[config.mk]
export PLATFORM = sky130hd
export DESIGN_NAME = axi_rd_xbar
export DESIGN_NICKNAME = d
export VERILOG_FILES = /design/src/rtl/axi_rd_xbar.sv
export SDC_FILE = /design/constraint.sdc
export NUM_CORES = 1
export LEC_CHECK = 0
export ABC_AREA = 1
export BUFFER_PORTS_ARGS = -buffer_cell sky130_fd_sc_hd__buf_4
export CAP_MARGIN = 15
export CORE_UTILIZATION = 41
export CTS_CLUSTER_SIZE = 14
export DETAILED_ROUTE_END_ITERATION = 6
export GPL_ROUTABILITY_DRIVEN = 0
export PLACE_DENSITY_LB_ADDON = 0.08
export REMOVE_ABC_BUFFERS = 1
export SYNTH_ARGS = -nofsm -noshare
export SYNTH_HDL_FRONTEND = slang
export SYNTH_SLANG_ARGS = --single-unit
[constraint.sdc]
create_clock -name clk_i -period 1.5 [get_ports clk_i]
set_clock_uncertainty 0.15 [all_clocks]
set_input_delay 0.15 -clock clk_i [delete_from_list [all_inputs] [get_ports clk_i]]
set_output_delay 0.15 -clock clk_i [all_outputs]
set_load 0.05 [all_outputs]
[src/rtl/axi_rd_xbar.sv]
// axi_rd_xbar: single-outstanding AXI read crossbar, one master to SRAM (slave 0) and CLINT (slave 1)
module axi_rd_xbar #(
    parameter int          ADDR_W  = 32,
    parameter int          DATA_W  = 32,
    parameter logic [31:0] S0_BASE = 32'h8000_0000,
    parameter logic [31:0] S0_MASK = 32'hF800_0000,
    parameter logic [31:0] S1_BASE = 32'h0200_0000,
    parameter logic [31:0] S1_MASK = 32'hFFFF_0000
) (
    input  logic                clk_i,
    input  logic                rst_i,
    input  logic                m_ar_valid_i,
    input  logic [ADDR_W-1:0]   m_ar_addr_i,
    output logic                m_ar_ready_o,
    output logic                m_r_valid_o,
    output logic [DATA_W-1:0]   m_r_data_o,
    output logic [1:0]          m_r_resp_o,
    input  logic                m_r_ready_i,
    output logic [1:0]          s_ar_valid_o,
    output logic [ADDR_W-1:0]   s_ar_addr_o,
    input  logic [1:0]          s_ar_ready_i,
    input  logic [1:0]          s_r_valid_i,
    input  logic [2*DATA_W-1:0] s_r_data_i,
    input  logic [3:0]          s_r_resp_i,
    output logic [1:0]          s_r_ready_o,
    output logic [7:0]          dec_err_cnt_o
);
    typedef enum logic [1:0] {IDLE, ISSUE, WAIT_R, DEC_ERR} state_t;
    state_t            state, state_n;
    logic [ADDR_W-1:0] addr_q;
    logic              sel_q;
    logic              hit0, hit1, ar_hs;
    assign hit0  = (m_ar_addr_i & ADDR_W'(S0_MASK)) == ADDR_W'(S0_BASE);
    assign hit1  = (m_ar_addr_i & ADDR_W'(S1_MASK)) == ADDR_W'(S1_BASE);
    assign ar_hs = m_ar_valid_i && m_ar_ready_o;
    always_ff @(posedge clk_i or negedge rst_i) begin
        if (!rst_i) begin
            state         <= IDLE;
            addr_q        <= '0;
            sel_q         <= 1'b0;
            dec_err_cnt_o <= 8'd0;
        end else begin
            state <= state_n;
            if (ar_hs) begin
                addr_q <= m_ar_addr_i;
                sel_q  <= !hit0 && hit1;
            end
            if (state == DEC_ERR && m_r_ready_i && dec_err_cnt_o != 8'hFF)
                dec_err_cnt_o <= dec_err_cnt_o + 8'd1;
        end
    end
    always_comb begin
        state_n = state;
        case (state)
            IDLE:    state_n = !ar_hs ? IDLE : hit0 || hit1 ? ISSUE : DEC_ERR;
            ISSUE:   state_n = s_ar_ready_i[sel_q] ? WAIT_R : ISSUE;
            WAIT_R:  state_n = s_r_valid_i[sel_q] && m_r_ready_i ? IDLE : WAIT_R;
            DEC_ERR: state_n = m_r_ready_i ? IDLE : DEC_ERR;
            default: state_n = IDLE;
        endcase
    end
    assign m_ar_ready_o = rst_i && state == IDLE;
    assign s_ar_addr_o  = addr_q;
    assign s_ar_valid_o = state == ISSUE ? {sel_q, !sel_q} : 2'b00;
    assign s_r_ready_o  = state == WAIT_R ? {sel_q && m_r_ready_i, !sel_q && m_r_ready_i} : 2'b00;
    assign m_r_valid_o  = state == WAIT_R ? s_r_valid_i[sel_q] : state == DEC_ERR;
    assign m_r_data_o   = state != WAIT_R ? '0 :
                          sel_q ? s_r_data_i[2*DATA_W-1:DATA_W] : s_r_data_i[DATA_W-1:0];
    assign m_r_resp_o   = state == DEC_ERR ? 2'b11 : state != WAIT_R ? 2'b00 :
                          sel_q ? s_r_resp_i[3:2] : s_r_resp_i[1:0];
endmodule

# [Yosys cells after proc, flatten, opt, wreduce, memory -nomap -nowiden]
# Index checks and enable logic that the tools add are counted.
[word_totals] reg_bits=43 in_bits=108 output_inout_bits=80 wordCells=43
[classes] n_addsub=1 order_cmp=1 n_eq_ne=7 muxes=18 reduce_logical=12
[op_table] op="32-bit 2-to-1 mux" count=2
[op_table] op="2-bit 2-to-1 mux" count=10
[op_table] op="16-bit by 10-bit equality test with 1-bit output (second input constant)" count=1
[op_table] op="8-bit by 1-bit adder with 8-bit output (second input constant)" count=1
[op_table] op="1-bit logical AND" count=8
[op_table] op="8-bit inequality test (second input constant)" count=1
[op_table] op="2-bit one-hot mux with 4 select lines" count=1
[op_table] op="5-bit equality test (second input constant)" count=1
[op_table] op="1-bit 2-to-1 mux" count=5
[op_table] op="2-bit equality test (second input constant)" count=2
[op_table] op="2-bit by 1-bit equality test with 1-bit output (second input constant)" count=1
[op_table] op="1-bit zero test" count=2
[op_table] op="2-bit zero test" count=1
[op_table] op="1-bit by 2-bit < comparator with 1-bit output (second input constant)" count=1
[op_table] op="2-bit inequality test (second input constant)" count=1
[op_table] op="1-bit logical OR" count=1

# [Logic depth before layout (Yosys ltp)]
# Gate-level depths: netlist (run 1).
[depth] depth_word=5 depth_mapped=8 depth_no_buf=8

# [Worst setup path after synthesis (run 1)]
# No wires, ideal clock.
[synth_path] path_type="register -> output" from="register sel_q" to="output port s_r_ready_o[1]" t_arrival_ns=1.825 t_required_ns=1.200 setup_slack_ns=-0.625 path_stages_with_launch=5 n_path_buf=2 path_cell_list="dfrtp_1 inv_1 buf_2 buf_2 nor3_1"
[synth_between] elab_chain_len=2
[synth_lines] element="start: declaration" line="31" rtl="logic sel_q;"
[synth_lines] element="start signal: assignment" line="46" rtl="sel_q <= !hit0 && hit1;"
[synth_lines] element="1-bit logical AND" line="65" rtl="assign s_r_ready_o = state == WAIT_R ? {sel_q && m_r_ready_i, !sel_q && m_r_ready_i} : 2'b00;"
[synth_lines] element="2-bit 2-to-1 mux" line="65"
[synth_lines] element="end: declaration" line="25" rtl="output logic [1:0] s_r_ready_o,"
# Every way passes these cells.

# [Worst setup path in the final report (run 1)]
[layout_path] from="register sel_q" to="output port m_r_resp_o[0]"
[layout_between] elab_chain_len=3
[layout_lines] element="2-bit 2-to-1 mux" line="70" rtl="sel_q ? s_r_resp_i[3:2] : s_r_resp_i[1:0];"
[layout_lines] element="2-bit 2-to-1 mux (2 in a row)" line="69" rtl="assign m_r_resp_o = state == DEC_ERR ? 2'b11 : state != WAIT_R ? 2'b00 :"
[layout_lines] element="end: declaration" line="17" rtl="output logic [1:0] m_r_resp_o,"
# Every way passes these cells.

==> results of run 1 <==
layer usage:
layer | global-route usage | up-vias | part of all wire | wire length [microns]
li1 | - | 1645 | - | -
met1 | 0.340 | 1650 | 0.37 | 4120
met2 | 0.501 | 202 | 0.51 | 5770
met3 | 0.0670 | 59 | 0.073 | 819
met4 | 0.102 | 0 | 0.050 | 566
met5 | 0 | - | 0 | 0
where the power goes:
group          switching (mW)  internal (mW)  total [mW]
registers               0.317           1.63        1.95
logic                    4.37           2.17        6.54
clock network           0.391          0.487       0.877
total                    5.08           4.29        9.36
timing repair:
action,CTS,global route
endpoints found under the setup margin,40,46
hold buffers,33,0
resized for setup,35,79
gates cloned,2,4
pin swaps,1,11
setup buffers,3,6
endpoints found under the hold margin,75,0
tightest hold or removal path: cells and delay by family:
family	cells	cell delay [ps]
buffers and inverters	1	80
AO/OA/AOI/OAI	1	90
AND/OR/NAND/NOR	2	120
cell usage in the layout, fill, tap and decap left out, drive strengths merged:
cell | netlist | final
nand2 | 196 | 196
bufbuf | 0 | 1
buf | 17 | 211
ha | 1 | 1
clkbuf | 0 | 9
xor2 | 2 | 2
bufinv | 0 | 1
a21oi | 33 | 33
nor2 | 29 | 29
clkinvlp | 0 | 1
dfrtp | 43 | 43
nor3 | 2 | 2
inv | 22 | 22
dlygate4sd3 | 0 | 33
nand4 | 3 | 3
a31oi | 3 | 3
nand3 | 12 | 12
o21ai | 10 | 10
o211ai | 1 | 1
xnor2 | 1 | 1
Yosys cell counts, drive strengths merged:
library cell / count / share of area
ha: 1 / 0.0050
nor3: 2 / 0.0040
xnor2: 1 / 0.0035
o211ai: 1 / 0.0030
nand4: 3 / 0.013
dfrtp: 43 / 0.43
o21ai: 10 / 0.020
nor2: 29 / 0.047
nand3: 12 / 0.024
nand2: 196 / 0.30
a21oi: 33 / 0.066
xor2: 2 / 0.0070
inv: 22 / 0.033
a31oi: 3 / 0.0075
buf: 17 / 0.039
registers in the layout (all words and copies together) (netlist names):
signal,flops
dec_err_cnt_o,8
s_ar_addr_o,32
sel_q,1
state,2
kinds of logic (layout without fill, tap and decap cells):
logic type / count (synthesis) / in the layout / synth area share
flops: 43 / 43 / 0.430
compound gates: 47 / 47 / 0.0964
fa+ha+maj: 1 / 1 / 0.00499
xor+xnor: 3 / 3 / 0.0105
buf+inv: 39 / 278 / 0.0719
simple gates: 242 / 242 / 0.387
through the flow:
stage               setup slack, ps  cells  total power [mW]  setup TNS (ps)  instance area [sq um]
finish                         -368    689              9.36           -9810                   5090
global route                   -390    689              9.73          -11860                   5090
CTS                            -254    680              8.69           -8910                   4680
detailed placement             53.8    635              7.54               0                   4040
global placement               94.9    635              7.45               0                   4040
floorplan                     -1500    358              5.58          -47290                   2410
final cells by class:
cell class | count | share of cell area
Timing Repair Buffer | 249 | 0.442
Sequential cell | 43 | 0.212
Inverter | 22 | 0.0172
Clock inverter | 2 | 0.00737
Clock buffer | 5 | 0.0135
Tap cell | 75 | 0.0184
Multi-Input combinational cell | 293 | 0.290
final timing paths:
path | startpoint | to | depth (start not counted)
worst max-delay path | sel_q | m_r_resp_o[0] | 5
worst min-delay path | s_ar_ready_i[0] | state[0] | 4
worst max register to register | sel_q | state[1] | 9
worst min register to register | s_ar_addr_o[13] | s_ar_addr_o[13] | 2
max in group asynchronous | rst_i | state[1] | 3
min in group asynchronous | rst_i | state[0] | 2
==> impl_metrics.ini, run 1 <==
[outcome]
run_status = finished with violations
violations = setup timing

[sta]
whs_ps = 50.9
finalHoldViolations = 0
fmax_mhz = 535
relSlewSlack = 0.644
worst_pin_slew_ps = 534
rsz0062_at_grt = yes
fin_ws_ps = -368
fin_crit_sh = 1.25
slew_violations = 0
setup_viol_count_final = 40
fin_crit_ps = 1870

[floorplanning]
die_height_microns = 80.2
placementRows = 28
die_area_sq_um = 6430
initial_core_util = 0.423
die_w_microns = 80.2
coreArea_sq_um = 5920
num_io_pins = 188

[worst_setup_path]
cp-start-kind = flip-flop
path_class = reg2out
path_buf_inv = 3
path_max_fanout = 9
required_ps = 1200
path_cells = inv_2, bufbuf_16, nand2_1, a31oi_1, buf_4
cp_slowest_cell = dfrtp_1
critPathCaptureType = output pin
slowest_delay_ps = 410
worst_ep_arrival_time_ps = 1570
cpLargestDelayFamily = buffers and inverters
rrSetupSlack_ps = 30

[pwr]
max-vdd-ir-drop_uv = 1640
power_leakage_nw = 2.64
power_density_nw_per_um2 = 1840

[global_route]
grt_max_degree = 43
grt_use_total = 0.286
grt-ovfl-total = 0
antenna_found_initial = 0
first_global_vias = 3077
grt_first_pass_wirelength_microns = 14300

[placed_design]
dp_hpwl_microns = 6360
io_buffers = 187

[yosys]
syn_area_sq_um = 2500
synth_cell_type_count = 22
ys_ff_latch = 43
ys_seq_area_frac = 0.430
yosysWarningCount = 0
syn_inst = 375
syn_area_per_cell_sq_um = 6.68

[cts]
clk_path_buf_depth = 2
worstSkewPairLatency_ps = 290
clock_sinks = 43
htreeDepth = 2
cts_tree = built
path_clk_slew_ps = 80
cts_root_buf = clkbuf_8
cts_made_buffers = 5

[finish]
drive_gt1_frac = 0.471
multi_input_area_sq_um = 1480
utilization = 0.860
diodes = 0
syn_to_final_growth_pct = 103
nets = 723
seq_area_sq_um = 1080
fill_cells = 342

[routing]
final_antenna_net_count = 0
drc_errors = 0
routedWlPerCell_microns = 16.4
via_count = 3556
wl_microns = 11300
drt_iter0_markers = 211
drtPass1Iterations = 4
via_per_inst = 5.16

[flow_run]
cap_viol_max_count = 0

[hold_path]
hold_path.class = in2reg
Power figures use the tool's default switching activity.
==> run 2: changes to the inputs <==
--- a/config.mk
+++ b/config.mk
@@ -14,6 +14,7 @@
 export GPL_ROUTABILITY_DRIVEN = 0
 export PLACE_DENSITY_LB_ADDON = 0.08
 export REMOVE_ABC_BUFFERS = 1
+export SKIP_CTS_REPAIR_TIMING = 1
 export SYNTH_ARGS = -nofsm -noshare
 export SYNTH_HDL_FRONTEND = slang
 export SYNTH_SLANG_ARGS = --single-unit
==> run 2 against run 1 <==
Compared with the run above:
- the flow finishes with violations (hold timing, setup timing)
- worst setup slack improved by 20 ps
- sequential share of layout area rose by 0.10 points
- clock power rose by 2%
- largest cell class unchanged
==> impl_metrics.ini, run 2 (same netlist as run 1, synthesis figures left out) <==
[outcome]
run_status = finished with violations
violations = hold timing, setup timing

[floorplanning]
die_height_microns = 80.2
placementRows = 28
die_w_microns = 80.2
initial_core_util = 0.423
num_io_pins = 188
coreArea_sq_um = 5920
die_area_sq_um = 6430

[pwr]
internal_power_mw = 4.10
power_frac_seq = 0.215
pwr-share-comb = 0.687
p_sw_frac = 0.550
switching_power_mw = 5.02
power_density_nw_per_um2 = 1800
max-vdd-ir-drop_uv = 1510
power_leakage_nw = 2.61
power_mw = 9.12
power.share.clock = 0.098

[sta]
fmax_mhz = 541
fin_crit_sh = 1.23
worst_pin_slew_ps = 537
relSlewSlack = 0.642
setup_viol_count_final = 42
whs_ps = -16.7
fin_ws_ps = -349
slew_violations = 0
setup-tns-final_ps = -9200
fin_crit_ps = 1850
rsz0062_at_grt = yes
finalHoldViolations = 1

[placed_design]
io_buffers = 187
dpl_cell_area_sq_um = 4040
dp_hpwl_microns = 6360
dp.cells = 635

[finish]
fill_cells = 339
post-route-cell-area_sq_um = 5070
drive_gt1_frac = 0.491
largest_reg_flops = 32
fin_cells = 684
diodes = 0
layout_commonest_cell = buf_4
layout_common_cells = buf_4 (165), nand2_1 (160), dfrtp_1 (41)
nets = 718
syn_to_final_growth_pct = 103

[global_route]
grt_max_degree = 43
first_global_vias = 2683
antenna_found_initial = 0
grt_first_pass_wirelength_microns = 12000
grt_use_total = 0.240
grt-ovfl-total = 0

[worst_setup_path]
r2r_cells = 8
required_ps = 1200
cp-start-kind = flip-flop
path_class = reg2out
path_max_fanout = 7
crit_end = m_r_data_o[18]
critPathCaptureType = output pin
timing.rr.end = state[1]
worst_ep_arrival_time_ps = 1550
rrSetupSlack_ps = 0
startpoint = sel_q
timing.rr.start = state[0]

[routing]
final_antenna_net_count = 0
via_count = 3562
routedWlPerCell_microns = 17.3
drtPass1Iterations = 5
drt_iter0_markers = 195
wl_microns = 11800
drc_errors = 0
via_per_inst = 5.21

[flow_run]
cap_viol_max_count = 0

[cts]
clk_path_buf_depth = 2
path_clk_slew_ps = 90
cts_tree = built
worstSkewPairLatency_ps = 300
cts_root_buf = clkbuf_8
clock_sinks = 43
htreeDepth = 2
cts_made_buffers = 5

[hold_path]
hold_path.class = in2reg
## run 2: critical path: stages (launching register included)
cell	delay, ps
dfrtp_2	440
buf_8	170
clkbuf_16	160
nand2_4	60
a21oi_2	220
buf_6	200
## run 2: worst min path at each step
stage / slack [ps] / end / cells past startpoint / startpoint
after floorplan: -300 / dec_err_cnt_o[0] / 0 / rst_i
after global placement: -190 / state[0] / 1 / rst_i
after detailed placement: -190 / state[0] / 1 / rst_i
after CTS: -500 / state[0] / 1 / rst_i
after global routing: 8 / s_ar_addr_o[18] / 3 / m_ar_addr_i[18]
final: -20 / s_ar_addr_o[18] / 3 / m_ar_addr_i[18]
## run 2: per-stage QoR
stage | util | setup WS, ps | hold WS (ps)
2_1_floorplan | - | -1500 | -296
3_3_place_gp | 0.683 | 94.9 | -187
3_5_place_dp | 0.683 | 53.8 | -186
4_1_cts | 0.701 | -280 | -498
5_1_grt | 0.857 | -487 | 8.04
6_report | 0.857 | -349 | -16.7
## run 2: area by class of cell
type | instances | area (sq um) | area share
tap | 75 | 93.8 | 0.0185
sequential | 43 | 1080 | 0.213
clock inverter | 2 | 37.5 | 0.00740
inverter | 22 | 92.6 | 0.0182
multi-input combinational | 293 | 1540 | 0.303
clock buffer | 5 | 68.8 | 0.0136
timing repair buffer | 244 | 2160 | 0.426
## run 2: power groups by stage
stage	logic (mW)	clock network [mW]	registers [mW]
after floorplan	2.09	0	3.49
after global placement	5.54	0	1.92
after detailed placement	5.62	0	1.92
after CTS	5.62	0.898	1.92
after global routing	6.49	0.960	2.01
final	6.27	0.892	1.96
## run 2: per-layer routing
layer | up-vias | GRT usage | routed length, microns
li1 | 1638 | - | -
met1 | 1680 | 0.289 | 4110
met2 | 196 | 0.412 | 6390
met3 | 48 | 0.0591 | 873
met4 | 0 | 0.0911 | 473
met5 | - | 0 | 0
